### config.mk
export PLATFORM = sky130hd
export DESIGN_NAME = control_merge_rr_dataless
export DESIGN_NICKNAME = d
export VERILOG_FILES = /design/src/rtl/dataless_ctrl_pkg.sv /design/src/rtl/rr_arbiter.sv /design/src/rtl/control_merge_rr_dataless.sv
export SDC_FILE = /design/constraint.sdc
export NUM_CORES = 1
export LEC_CHECK = 0
export ABC_AREA = 1
export BUFFER_PORTS_ARGS = -buffer_cell sky130_fd_sc_hd__buf_2
export CAP_MARGIN = 20
export CORE_AREA = 2 2 39 41
export CTS_BUF_LIST = sky130_fd_sc_hd__clkbuf_16
export CTS_CLUSTER_SIZE = 8
export DETAILED_ROUTE_END_ITERATION = 16
export DIE_AREA = 0 0 41 43
export SLEW_MARGIN = 25
export SYNTH_ARGS = -nofsm -noshare
export SYNTH_HDL_FRONTEND = slang
export SYNTH_SLANG_ARGS = --single-unit
### constraint.sdc
create_clock -name clk -period 1.49 [get_ports clk]
set_clock_uncertainty 0.2 [all_clocks]
set_input_delay 0 -clock clk [delete_from_list [all_inputs] [get_ports clk]]
set_output_delay 0 -clock clk [all_outputs]
set_load 0.005 [all_outputs]
### src/rtl/dataless_ctrl_pkg.sv
// Shared types and helpers for the dataless control-merge block.
package dataless_ctrl_pkg;

  typedef enum logic {
    IDLE = 1'b0,
    HOLD = 1'b1
  } state_t;

  function automatic int clog2(input int value);
    int result;
    result = 0;
    while ((1 << result) < value) result++;
    return result;
  endfunction

endpackage

### src/rtl/rr_arbiter.sv
// Combinational cyclic-priority arbiter: first request at or after ptr wins.
module rr_arbiter #(
  parameter int SIZE = 2,
  parameter int IW   = 1
) (
  input  logic [SIZE-1:0] req,
  input  logic [IW-1:0]   ptr,
  output logic [SIZE-1:0] grant,
  output logic [IW-1:0]   idx,
  output logic            any
);

  int j;

  always_comb begin
    grant = '0;
    idx   = '0;
    any   = 1'b0;
    j     = 0;
    for (int i = 0; i < SIZE; i++) begin
      j = int'(ptr) + i;
      if (j >= SIZE) j = j - SIZE;
      if (!any && req[j]) begin
        any      = 1'b1;
        grant[j] = 1'b1;
        idx      = IW'(j);
      end
    end
  end

endmodule

### src/rtl/control_merge_rr_dataless.sv
// Dataless control merge with an eager fork to output and index channels.
// Define CMERGE_ROUND_ROBIN_EN for a rotating priority pointer; otherwise fixed priority.
module control_merge_rr_dataless
  import dataless_ctrl_pkg::*;
#(
  parameter int SIZE       = 2,
  parameter int INDEX_TYPE = 1
) (
  input  logic                  clk,
  input  logic                  rst,
  input  logic [SIZE-1:0]       ins_valid,
  output logic [SIZE-1:0]       ins_ready,
  output logic                  outs_valid,
  input  logic                  outs_ready,
  output logic [INDEX_TYPE-1:0] index,
  output logic                  index_valid,
  input  logic                  index_ready
);

  state_t                  state_q, state_d;
  logic                    sent_o_q, sent_o_d;
  logic                    sent_i_q, sent_i_d;
  logic [INDEX_TYPE-1:0]   held_q, held_d;
  logic [INDEX_TYPE-1:0]   ptr;
  logic [INDEX_TYPE-1:0]   winner;
  logic [INDEX_TYPE-1:0]   arb_idx;
  logic [SIZE-1:0]         arb_grant;
  logic                    arb_any;
  logic                    have;
  logic                    o_done;
  logic                    i_done;
  logic                    complete;

  rr_arbiter #(
    .SIZE(SIZE),
    .IW  (INDEX_TYPE)
  ) u_arb (
    .req  (ins_valid),
    .ptr  (ptr),
    .grant(arb_grant),
    .idx  (arb_idx),
    .any  (arb_any)
  );

`ifdef CMERGE_ROUND_ROBIN_EN
  localparam int PTR_W = clog2(SIZE);

  logic [PTR_W-1:0] ptr_q;

  // The pointer only moves on a completed transfer, to just past the winner.
  always_ff @(posedge clk) begin
    if (rst) begin
      ptr_q <= '0;
    end else if (complete) begin
      if (winner == INDEX_TYPE'(SIZE - 1)) ptr_q <= '0;
      else                                 ptr_q <= PTR_W'(winner + 1'b1);
    end
  end

  assign ptr = INDEX_TYPE'(ptr_q);
`else
  assign ptr = '0;
`endif

  always_ff @(posedge clk) begin
    if (rst) begin
      state_q  <= IDLE;
      sent_o_q <= 1'b0;
      sent_i_q <= 1'b0;
      held_q   <= '0;
    end else begin
      state_q  <= state_d;
      sent_o_q <= sent_o_d;
      sent_i_q <= sent_i_d;
      held_q   <= held_d;
    end
  end

  always_comb begin
    state_d     = state_q;
    sent_o_d    = sent_o_q;
    sent_i_d    = sent_i_q;
    held_d      = held_q;
    winner      = held_q;
    have        = 1'b1;
    outs_valid  = 1'b0;
    index_valid = 1'b0;
    index       = '0;
    ins_ready   = '0;
    o_done      = 1'b0;
    i_done      = 1'b0;
    complete    = 1'b0;

    // In HOLD the latched winner is kept even if other inputs become valid.
    if (state_q == IDLE) begin
      winner = arb_idx;
      have   = arb_any;
    end

    if (!rst && have) begin
      outs_valid  = ~sent_o_q;
      index_valid = ~sent_i_q;
      index       = winner;
      o_done      = sent_o_q | (outs_valid & outs_ready);
      i_done      = sent_i_q | (index_valid & index_ready);
      complete    = o_done & i_done;

      if (complete) begin
        for (int i = 0; i < SIZE; i++) begin
          if (INDEX_TYPE'(i) == winner) ins_ready[i] = 1'b1;
        end
        state_d  = IDLE;
        sent_o_d = 1'b0;
        sent_i_d = 1'b0;
      end else begin
        state_d  = HOLD;
        held_d   = winner;
        sent_o_d = o_done;
        sent_i_d = i_done;
      end
    end
  end

endmodule

# --- Yosys cells after proc, flatten, opt, wreduce, memory -nomap -nowiden ---
# Cells that the tools add are included.
word_totals:
  out_inout_bits: 5
  ff_bits: 4
  wordCells: 32
  in_bits: 6
classes:
  muxes: 15
  n_reduce_logical: 5
  bitwise: 8
ops:
  columns: ["op", "n"]
  rows:
  - ["$mux 1", 13]
  - ["$mux 2", 2]
  - ["$and 1x1->1", 3]
  - ["$not 1->1", 3]
  - ["$logic_and 1x1->1", 2]
  - ["$logic_not 1->1", 2]
  - ["$or 1x1->1", 2]
  - ["$reduce_and 2->1", 1]

# --- Longest topological paths before layout ---
# Gate-level depths: netlist of the first run.
depth:
  word_depth: 8
  mapped_depth: 7
  ltp_nobuf: 7

# --- Hierarchy ---
# A second synthesis of the first run with hierarchy kept.
unflattened:
  hier_cells: 55
  hier_area_um2: 307.8
by_module_without_submodules:
  columns: ["module", "area_per_inst_um2", "cells_per_inst", "seq_area_each_um2", "instances"]
  rows:
  - ["control_merge_rr_dataless", 252.7, 41, 80.1, 1]
  - ["rr_arbiter", 55.1, 14, 0.0, 1]

# --- Least setup slack after synthesis of the first run ---
# OpenSTA, ideal clock, no wires.
synth_timing:
  path_kind: "register to register"
  start: "reg state_q"
  end: "reg held_q"
  path_buffers: 0
  slack_ns: 0.383
  required_time_ns: 1.178
  setup_time_ns: 0.112
  stages_incl_launch_ff: 7
  arrival_ns: 0.795
  period_less_slack_ns: 1.107
  cell_sequence: "dfxtp_1 -> nor2_2 -> nand2_4 -> nand2_4 -> nor2_4 -> nor2_2 -> nor2_2"
synth_between:
  elab_chain_cells: 3
  elab_cells_between_ends: 4
  cone_classes: "mux: 2; reduce/logical: 2"
synth_lines:
  columns: ["element", "line_no", "text"]
  rows:
  - ["start, declared", "control_merge_rr_dataless.sv:20", "state_t state_q, state_d;"]
  - ["start signal, assigned", "control_merge_rr_dataless.sv:72", "state_q <= state_d;"]
  - ["$mux 1", "control_merge_rr_dataless.sv:95", "if (state_q == IDLE) begin"]
  - ["$logic_and 1x1->1", "control_merge_rr_dataless.sv:100", "if (!rst && have) begin"]
  - ["$reduce_and 2->1 (no line)", null, null]
  - ["end signal, assigned", "control_merge_rr_dataless.sv:75", "held_q <= held_d;"]
  - ["end, declared", "control_merge_rr_dataless.sv:23", "logic [INDEX_TYPE-1:0] held_q, held_d;"]
# Several ways; a longest one is shown, not always the timed one.
# A chain may end at the register's enable or synchronous reset.

# --- Worst setup path in the final report of the first run ---
layout_timing:
  start: "in ins_valid[0]"
  end: "out index"
layout_between:
  elab_chain_cells: 7
  elab_cells_between_ends: 9
  cone_classes: "mux: 6; reduce/logical: 3"
layout_lines:
  columns: ["element", "line_no", "text"]
  rows:
  - ["start, declared", "control_merge_rr_dataless.sv:11", "input logic [SIZE-1:0] ins_valid,"]
  - ["$mux 1 *", "rr_arbiter.sv:23", "if (!any && req[j]) begin"]
  - ["$logic_not 1->1", "rr_arbiter.sv:23", null]
  - ["$logic_and 1x1->1", "rr_arbiter.sv:23", null]
  - ["$mux 1", "rr_arbiter.sv:23", null]
  - ["$mux 1", "control_merge_rr_dataless.sv:95", null]
  - ["$logic_and 1x1->1", "control_merge_rr_dataless.sv:100", null]
  - ["$mux 1 *", "control_merge_rr_dataless.sv:100", null]
  - ["end, declared", "control_merge_rr_dataless.sv:15", "output logic [INDEX_TYPE-1:0] index,"]
# Mark *: on every way between the ends. The rest lies on a longest branch, timed or not.

==> flow_metrics.py, run 1 <==
metrics = {
    "die": {
        "die_w_um": 41,
        "num_rows": 14,
        "coreArea_sq_um": 1380,
        "io_pins": 11,
        "start_util_pct": 20.2,
        "die_h_um": 43,
        "die_area_sq_um": 1760,
    },
    "clock_tree": {
        "cts_buffer_depth": 2,
        "cts_root_buf": "clkbuf_16",
        "cts.sinks": 4,
        "postCtsSetupBuffers": 0,
        "worstSkewPairLatency_ps": 220,
        "cts.reportedPaths.clkPinSlew_ps": 30,
        "cts_buffers": 3,
        "cts_tree": "yes",
        "cts.htree.levels": 1,
    },
    "global_routing": {
        "grt_pass1_wl_um": 890,
        "grt_max_degree": 7,
        "grt_usage_pct": 8.03,
        "grt-ovfl-total": 0,
        "grt_pass1_vias": 259,
        "grt_antenna_before_repair": 0,
    },
    "placed_design": {
        "hpwl_um": 436,
        "gp_congestion": 0.636,
        "port_buffers": 10,
    },
    "sta": {
        "rsz0062_at_grt": "no",
        "hold_slack_ps": 304,
        "setup_violations": 0,
        "setup_tns_ps": 0,
        "relSlewSlack_pct": 89.9,
        "max_freq_ghz": 0.737,
        "finalWorstPathRequiredPeriod_ps": 1360,
        "hold_violations": 0,
        "fin_crit_sh_pct": 91.1,
        "worst_slew_pin_slew_ps": 151,
        "maxSlewViolCount": 0,
    },
    "routing": {
        "wire_per_inst_um": 7.43,
        "via_count": 281,
        "viasPerCell": 3.90,
        "drt-pass1-iter-count": 4,
        "antenna_left": 0,
        "wl_um": 535,
        "route.detailed.drc": 0,
        "drtIter0Drc": 1,
    },
    "synth": {
        "synth-compound-area-share_pct": 12.6,
        "syn_area_per_cell_sq_um": 7.34,
        "ys_seq_elements": 4,
        "synth_top_family_by_area": "simple AND/OR/NAND/NOR gates",
        "synthXorXnorAreaFrac_pct": 0,
        "synthMuxAreaShare_pct": 0,
        "synth-simple-area-share_pct": 48.9,
        "synth_cell_type_count": 15,
        "synthesis.area_sq_um": 279,
        "synth_nets": 44,
        "synthCells": 38,
        "synthAdderAreaFrac_pct": 0,
        "seq_area_frac_synth_pct": 28.7,
        "synth_warnings": 0,
    },
    "worst_setup_path": {
        "worstRegToRegCells": 6,
        "cp-start-kind": "input port",
        "cpPeakStageDelay_ps": 520,
        "crit_type": "input port to primary output",
        "cp.required_ps": 1290,
        "cp_top_family": "buffers and inverters",
        "cpMaxStageDelayCell": "dlygate4sd3_1",
        "cp.arrival_ps": 1160,
        "crit_fanout": 6,
        "setup.worst_path.end_class": "primary output",
        "path_buf_inv": 3,
        "cp.depth": 7,
        "path_cells": "dlygate4sd3_1, buf_2, nor2_2, nand2_4, nand2_4, nor2_1, buf_2",
    },
    "final_layout": {
        "regArea_sq_um": 80.1,
        "n_antenna_cell": 0,
        "final_common_cell": "buf_2",
        "drive_gt1_share_pct": 50.0,
        "fillers": 156,
        "final_cell_mix": "10 x buf_2, 5 x nor2_2, 5 x nand2_1, 5 x dlygate4sd3_1",
        "area_delta_synth_final_pct": 70.0,
        "fin_nets": 64,
        "multi_input_area_sq_um": 171,
    },
    "status": {
        "status": "finished clean",
    },
    "job": {
        "maxCapViolations": 0,
    },
    "hold_path": {
        "holdPathStages": 2,
        "hp-class": "flop to flop",
    },
    "power_and_ir_drop": {
        "p_per_area_nw_per_um2": 1330,
        "ir_drop_uv": 533,
        "cellLeakagePower_uw": 0.000226,
    },
}
worst reg2reg max path: cells and delay by family (launching register included):
family           cells  cell delay (ps)
AND/OR/NAND/NOR      6              530
flip-flops           1              310
path summary, 6_finish.rpt:
check	startpoint	endpoint	slack, ps
min reg2reg	held_q	held_q	300
max	ins_valid[0]	index	130
max reg2reg	state_q	held_q	340
min	held_q	held_q	300
through the flow:
stage | instance area [sq um] | cells | setup slack, ps | power [uW] | util, %
after global placement | 349 | 64 | 349 | 213 | 25.2
after CTS | 474 | 72 | 118 | 641 | 34.3
final | 474 | 72 | 133 | 632 | 34.3
after global routing | 474 | 72 | 14.1 | 661 | 34.3
after floorplan | 279 | 38 | 383 | 188 | -
after detailed placement | 349 | 64 | 335 | 215 | 25.2
routing by layer:
layer / track usage, % / wire, um / up-vias
li1: - / - / 156
met1: 7.07 / 214 / 117
met2: 11.6 / 275 / 8
met3: 6.28 / 46 / 0
met4: 6.00 / 0 / 0
met5: 0 / 0 / -
registers in the layout (all words and copies together) (netlist names):
signal    flops
held_q        1
sent_i_q      1
sent_o_q      1
state_q       1
layout make-up:
cell class | instances | area share (%)
timing repair buffer | 15 | 21.1
multi-input combinational | 28 | 36.1
clock buffer | 3 | 15.8
inverter | 6 | 5.80
sequential | 4 | 16.9
tap | 16 | 4.22
Yosys cell counts, drive strengths merged:
| cell | count | area [sq um] |
|---|---|---|
| nor2 | 11 | 68.8 |
| nand2 | 8 | 47.6 |
| inv | 5 | 18.8 |
| dfxtp | 4 | 80.1 |
| o21ai | 4 | 20.0 |
| a21oi | 3 | 15.0 |
| clkinv | 1 | 8.76 |
| nand3 | 1 | 10.0 |
| nor3 | 1 | 10.0 |
report_power, final:
group / leakage [uW] / internal (uW) / switching (uW)
Sequential: 0.0000331 / 117 / 7.97
Clock: 0.0000370 / 342 / 68.2
Combinational: 0.000156 / 44.2 / 52.5
Total: 0.000226 / 504 / 129
cell families after synthesis:
| kind of cell | after synthesis |
|---|---|
| AO/OA/AOI/OAI | 7 |
| buffers and inverters | 6 |
| flip-flops | 4 |
| AND/OR/NAND/NOR | 21 |
repair_timing:
item                                   in CTS  in global routing
hold buffers                                5                  0
setup endpoints to repair                   0                  0
resized for setup                           0                  0
endpoints found under the hold margin       4                  0
Power figures use the tool's default switching activity.
==> run 2: changes to the inputs <==
--- a/config.mk
+++ b/config.mk
@@ -5,7 +5,6 @@
 export SDC_FILE = /design/constraint.sdc
 export NUM_CORES = 1
 export LEC_CHECK = 0
-export ABC_AREA = 1
 export BUFFER_PORTS_ARGS = -buffer_cell sky130_fd_sc_hd__buf_2
 export CAP_MARGIN = 20
 export CORE_AREA = 2 2 39 41
==> run 2 against run 1 <==
  * The run now ends with negative hold slack left
  * Power down 2.4%
  * Critical path depth down 3
  * Critical endpoint is now ins_ready[1]
  * Die area unchanged
  * Largest cell class unchanged
  * Highest routed layer is now met4
==> flow_metrics.py, run 2 <==
metrics = {
    "status": {
        "status": "complete, but fails checks",
        "violations": "negative hold slack",
    },
    "synth": {
        "synth_most_common_cell": "nor3_1",
        "synth_area_leaders": "dfxtp_1 36%, nor3_1 13%, a21oi_1 6.7%",
        "async_flop_share_pct": 0,
        "synth.top_cells.by_count": "6 x nor3_1, 4 x dfxtp_1, 4 x nor2_1",
        "synth_top_area_share_pct": 35.6,
        "synthesis.area_sq_um": 225,
        "synthCells": 29,
        "ys_seq_elements": 4,
        "postSynth.topFlopCell": "dfxtp_1",
        "synth_warnings": 0,
        "synth_largest_area_cell": "dfxtp_1",
        "synth-edff-count": 0,
        "syn_area_per_cell_sq_um": 7.77,
        "synth_cell_type_count": 16,
        "seq_area_frac_synth_pct": 35.6,
        "synth_nets": 35,
    },
    "worst_setup_path": {
        "crit_type": "flop to primary output",
        "worstReg2RegStart": "state_q",
        "critPathLaunch": "state_q",
        "cp.arrival_ps": 1280,
        "setup.worst_path.end_class": "primary output",
        "cp.required_ps": 1290,
        "crit_fanout": 2,
        "path_buf_inv": 1,
        "r2r_setup_slack_ps": 70,
        "path_cells": "or3b_4, a21oi_2, and2b_1, buf_2",
        "cp-start-kind": "flop",
        "cpPeakStageDelay_ps": 360,
        "cp_top_family": "simple AND/OR/NAND/NOR gates",
        "cpMaxStageDelayCell": "or3b_4",
    },
    "power_and_ir_drop": {
        "switching_power_uw": 115,
        "p_per_area_nw_per_um2": 1390,
        "p_comb_share_pct": 12.9,
        "ir_drop_uv": 671,
        "clkPwrFrac_pct": 67.3,
        "cellLeakagePower_uw": 0.000199,
        "internal_power_uw": 502,
        "sw_frac_of_total_pct": 18.6,
        "pwr-share-seq_pct": 19.8,
    },
    "final_layout": {
        "final_cell_mix": "10 x buf_2, 6 x dlygate4sd3_1, 5 x nor3_1",
        "finalNonFillerCells": 64,
        "drive_gt1_share_pct": 39.6,
        "fin_nets": 56,
        "n_antenna_cell": 0,
        "area_delta_synth_final_pct": 97.8,
        "final_common_cell": "buf_2",
    },
    "clock_tree": {
        "cts.reportedPaths.clkPinSlew_ps": 30,
        "cts_buffers": 3,
        "cts_buffer_depth": 2,
        "cts_root_buf": "clkbuf_16",
        "cts.sinks": 4,
        "cts_tree": "yes",
        "cts.htree.levels": 1,
        "worstSkewPairLatency_ps": 220,
    },
    "sta": {
        "relSlewSlack_pct": 81.7,
        "fin_crit_sh_pct": 99.3,
        "rsz0062_at_grt": "yes",
        "worst_slew_pin_slew_ps": 272,
        "maxSlewViolCount": 0,
        "setup_violations": 0,
        "max_freq_ghz": 0.676,
        "hold_slack_ps": -31.1,
        "finalWorstPathRequiredPeriod_ps": 1480,
        "hold_violations": 1,
    },
    "global_routing": {
        "grt_usage_pct": 9.43,
        "grt_pass1_wl_um": 966,
        "grt_max_degree": 9,
        "grt_pass1_vias": 264,
        "grt-ovfl-total": 0,
        "grt_antenna_before_repair": 0,
    },
    "hold_path": {
        "hp-class": "input port to flop",
        "min-delay-start": "ins_valid[1]",
    },
    "routing": {
        "antenna_left": 0,
        "drtIter0Drc": 1,
        "viasPerCell": 4.33,
        "wl_um": 634,
        "route.detailed.drc": 0,
        "drt-pass1-iter-count": 2,
        "wire_per_inst_um": 9.91,
        "via_count": 277,
    },
    "die": {
        "die_area_sq_um": 1760,
        "num_rows": 14,
        "die_h_um": 43,
        "io_pins": 11,
        "start_util_pct": 16.3,
        "coreArea_sq_um": 1380,
        "die_w_um": 41,
    },
    "job": {
        "maxCapViolations": 0,
    },
    "placed_design": {
        "place_inst": 54,
        "port_buffers": 10,
        "hpwl_um": 395,
        "gp_congestion": 0.731,
    },
}
==> run 2: logic make-up (layout without fill, tap and decap cells) <==
family,Yosys count,count (layout),synth area share (%)
buf+inv,2,21,3.33
compound gates,7,7,22.8
simple gates,16,16,38.3
flops,4,4,35.6
==> run 2: final cells by class <==
| cell class | count | area [sq um] |
|---|---|---|
| multi-input combinational | 23 | 145 |
| fill | 147 | 938 |
| inverter | 1 | 3.75 |
| timing repair buffer | 17 | 118 |
| clock buffer | 3 | 75.1 |
| tap | 16 | 20.0 |
| sequential | 4 | 83.8 |
==> run 2: power by group through the flow <==
| stage | logic, uW | registers, uW | clock network (uW) |
|---|---|---|---|
| after floorplan | 37.3 | 124 | 0 |
| final | 79.3 | 122 | 415 |
| after global placement | 59.3 | 125 | 0 |
| after detailed placement | 59.1 | 126 | 0 |
| after global routing | 88.8 | 124 | 433 |
| after CTS | 69.3 | 125 | 424 |
==> run 2: worst paths after layout <==
path / end / cells after the start
max: ins_ready[1] / 4
min: held_q / 3
max reg2reg: sent_i_q / 4
min reg2reg: sent_o_q / 2
==> run 2: per-layer routing <==
layer  vias to the layer above  track usage [%]  routed length [um]  part of all wire [%]
met1                       120             8.33                 288                    45
met5                         -                0                   0                     0
met4                         0             10.0                  25                   3.9
met2                        12             11.9                 251                    40
met3                         2             7.85                  68                    11
li1                        143                -                   -                     -
==> run 2: worst register-to-register path: cells and delay by family, from the launching register on <==
kind / cells / cell delay, ps
AO/OA/AOI/OAI: 1 / 170
buffers and inverters: 1 / 140
flip-flops: 1 / 330
AND/OR/NAND/NOR: 2 / 460
==> run 2: what timing repair did <==
action	CTS	global route
cloned	0	0
gates resized for setup	1	3
hold endpoints to repair	4	1
buffers inserted	0	1
endpoints found under the setup margin	1	3
pin swaps	2	1
hold buffers	5	1
==> run 2: stage by stage <==
step                      TNS [ps]  power, uW  cell area (sq um)  util (%)  setup slack, ps
after global routing         -41.7        646                445      32.2            -41.7
after detailed placement         0        185                292      21.1              206
after global placement           0        185                292      21.1              214
final                            0        617                445      32.2             11.0
after floorplan                  0        161                225         -              266
after CTS                        0        618                418      30.2             16.6
==> run 3: changes to the inputs <==
--- a/config.mk
+++ b/config.mk
@@ -7,11 +7,14 @@
 export LEC_CHECK = 0
 export BUFFER_PORTS_ARGS = -buffer_cell sky130_fd_sc_hd__buf_2
 export CAP_MARGIN = 20
+export CELL_PAD_IN_SITES_DETAIL_PLACEMENT = 1
+export CELL_PAD_IN_SITES_GLOBAL_PLACEMENT = 2
 export CORE_AREA = 2 2 39 41
 export CTS_BUF_LIST = sky130_fd_sc_hd__clkbuf_16
 export CTS_CLUSTER_SIZE = 8
 export DETAILED_ROUTE_END_ITERATION = 16
 export DIE_AREA = 0 0 41 43
+export PLACE_DENSITY_LB_ADDON = 0.1
 export SLEW_MARGIN = 25
 export SYNTH_ARGS = -nofsm -noshare
 export SYNTH_HDL_FRONTEND = slang
==> run 3 against run 2 <==
  * The run still ends with negative hold slack left
  * Register-to-register slack better by 110 ps
  * Critical path depth unchanged
  * First-iteration DRC count down 100%
  * Cell area decreased by 10%
  * Sequential power up 3%
  * Die area did not move
  * Via count increased by 1.4%
  * Clock power about the same
  * Critical endpoint unchanged
  * Largest cell class unchanged
==> flow_metrics.py, run 3 (synthesis results as in run 2) <==
metrics = {
    "status": {
        "status": "complete, but fails checks",
        "violations": "negative hold slack",
    },
    "worst_setup_path": {
        "cp.required_ps": 1290,
        "worstReg2RegStart": "state_q",
        "cp-start-kind": "flop",
        "setup.worst_path.end_class": "primary output",
        "r2r_setup_slack_ps": 180,
        "cpPeakStageDelay_ps": 370,
        "cp.arrival_ps": 1270,
        "path_cells": "or3b_4, a21oi_2, and2b_1, buf_2",
        "worstRegToRegCells": 3,
        "rr_endpoint": "sent_i_q",
        "crit_type": "flop to primary output",
        "cpMaxStageDelayCell": "or3b_4",
        "crit_fanout": 6,
    },
    "hold_path": {
        "holdPathStages": 2,
        "hp-class": "input port to flop",
        "min-delay-start": "ins_valid[0]",
        "min_to": "held_q",
    },
    "final_layout": {
        "regArea_sq_um": 81.3,
        "final_cell_area_sq_um": 400,
        "final_common_cell": "buf_2",
        "n_antenna_cell": 0,
        "final_cell_mix": "10 x buf_2, 6 x nor3_1, 4 x nor2_1",
        "fin_nets": 52,
        "fillers": 170,
        "finalNonFillerCells": 60,
        "drive_gt1_share_pct": 38.6,
        "multi_input_area_sq_um": 140,
        "area_delta_synth_final_pct": 77.8,
    },
    "sta": {
        "hold_slack_ps": -162,
        "maxSlewViolCount": 0,
        "finalWorstPathRequiredPeriod_ps": 1470,
        "fin_crit_sh_pct": 98.9,
        "max_freq_ghz": 0.678,
        "relSlewSlack_pct": 65.4,
        "finalWorstSetupSlack_ps": 15.8,
        "setup_violations": 0,
        "worst_slew_pin_slew_ps": 515,
        "rsz0062_at_grt": "yes",
        "hold_violations": 3,
    },
    "clock_tree": {
        "cts.reportedPaths.clkPinSlew_ps": 30,
        "cts_root_buf": "clkbuf_16",
        "cts_buffers": 3,
        "cts.sinks": 4,
        "cts_tree": "yes",
        "cts_hold_buf": 3,
        "worstSkewPairLatency_ps": 220,
        "postCtsSetupBuffers": 0,
        "cts.htree.levels": 1,
        "cts_buffer_depth": 2,
    },
    "power_and_ir_drop": {
        "ir_drop_uv": 893,
        "power.total_uw": 610,
        "p_per_area_nw_per_um2": 1520,
        "cellLeakagePower_uw": 0.000179,
    },
    "die": {
        "num_rows": 14,
        "die_area_sq_um": 1760,
        "coreArea_sq_um": 1380,
        "die_w_um": 41,
        "start_util_pct": 16.3,
        "die_h_um": 43,
        "io_pins": 11,
    },
    "routing": {
        "antenna_left": 0,
        "via_count": 281,
        "wire_per_inst_um": 11.9,
        "wl_um": 714,
        "viasPerCell": 4.68,
        "drt-pass1-iter-count": 1,
        "route.detailed.drc": 0,
        "drtIter0Drc": 0,
    },
    "global_routing": {
        "grt_max_degree": 9,
        "grt-ovfl-total": 0,
        "grt_pass1_vias": 276,
        "grt_antenna_before_repair": 0,
        "grt_usage_pct": 10.9,
        "grt_pass1_wl_um": 1100,
    },
    "job": {
        "maxCapViolations": 0,
    },
    "placed_design": {
        "dp_worst_setup_slack_ps": 168,
        "gp_congestion": 0.619,
        "hpwl_um": 530,
        "place_inst": 54,
        "port_buffers": 10,
        "placed_area_sq_um": 292,
    },
}
## run 3: cell count changes in the layout (fill, tap and decap cells not counted)
cell           previous run  this run
dfxtp_4                   1         0
nor3_1                    5         6
buf_4                     1         0
dfxtp_2                   0         1
dlygate4sd3_1             6         3
nor3_2                    1         0
## run 3: final cells by class
class                   count  share of cell area, %
repair buffers             13                   20.0
clock buffers               3                   18.8
flip-flops and latches      4                   20.3
inverters                   1                  0.938
multi-input cells          23                   35.0
well taps                  16                   5.00
## run 3: per-stage QoR
| step | utilization (%) | setup TNS (ps) |
|---|---|---|
| final | 28.9 | 0 |
| after floorplan | - | 0 |
| after CTS | 28.8 | 0 |
| after global placement | 21.1 | 0 |
| after detailed placement | 21.1 | 0 |
| after global routing | 28.9 | -60.9 |
## run 3: worst max path at each step
stage / cells after the start / to / slack, ps / from
final: 4 / ins_ready[1] / 20 / state_q
after global routing: 4 / ins_ready[1] / -60 / state_q
after CTS: 4 / ins_ready[1] / 9 / state_q
after detailed placement: 3 / sent_o_q / 170 / state_q
after global placement: 3 / sent_i_q / 200 / state_q
after floorplan: 3 / sent_i_q / 270 / state_q
## run 3: power breakdown
group          internal, uW  switching [uW]
registers               117            8.92
clock network           343            74.0
logic                  35.4            32.6
## run 3: what timing repair did
item                       CTS  global route
setup endpoints to repair    1             2
gates resized for setup      1             1
pin swaps                    2             0
hold endpoints to repair     4             1
## run 3: worst max-delay path: cells and delay by family (launching register included)
kind,cells,cell delay (ps)
flip-flops,1,330
AO/OA/AOI/OAI,1,130
buffers and inverters,1,100
AND/OR/NAND/NOR,2,490
## run 3: routing by layer
| layer | GRT usage [%] | part of all wire [%] |
|---|---|---|
| met1 | 8.28 | 35 |
| met2 | 15.6 | 50 |
| met3 | 7.85 | 9.8 |
| met4 | 12.0 | 4.6 |
| met5 | 0 | 0 |
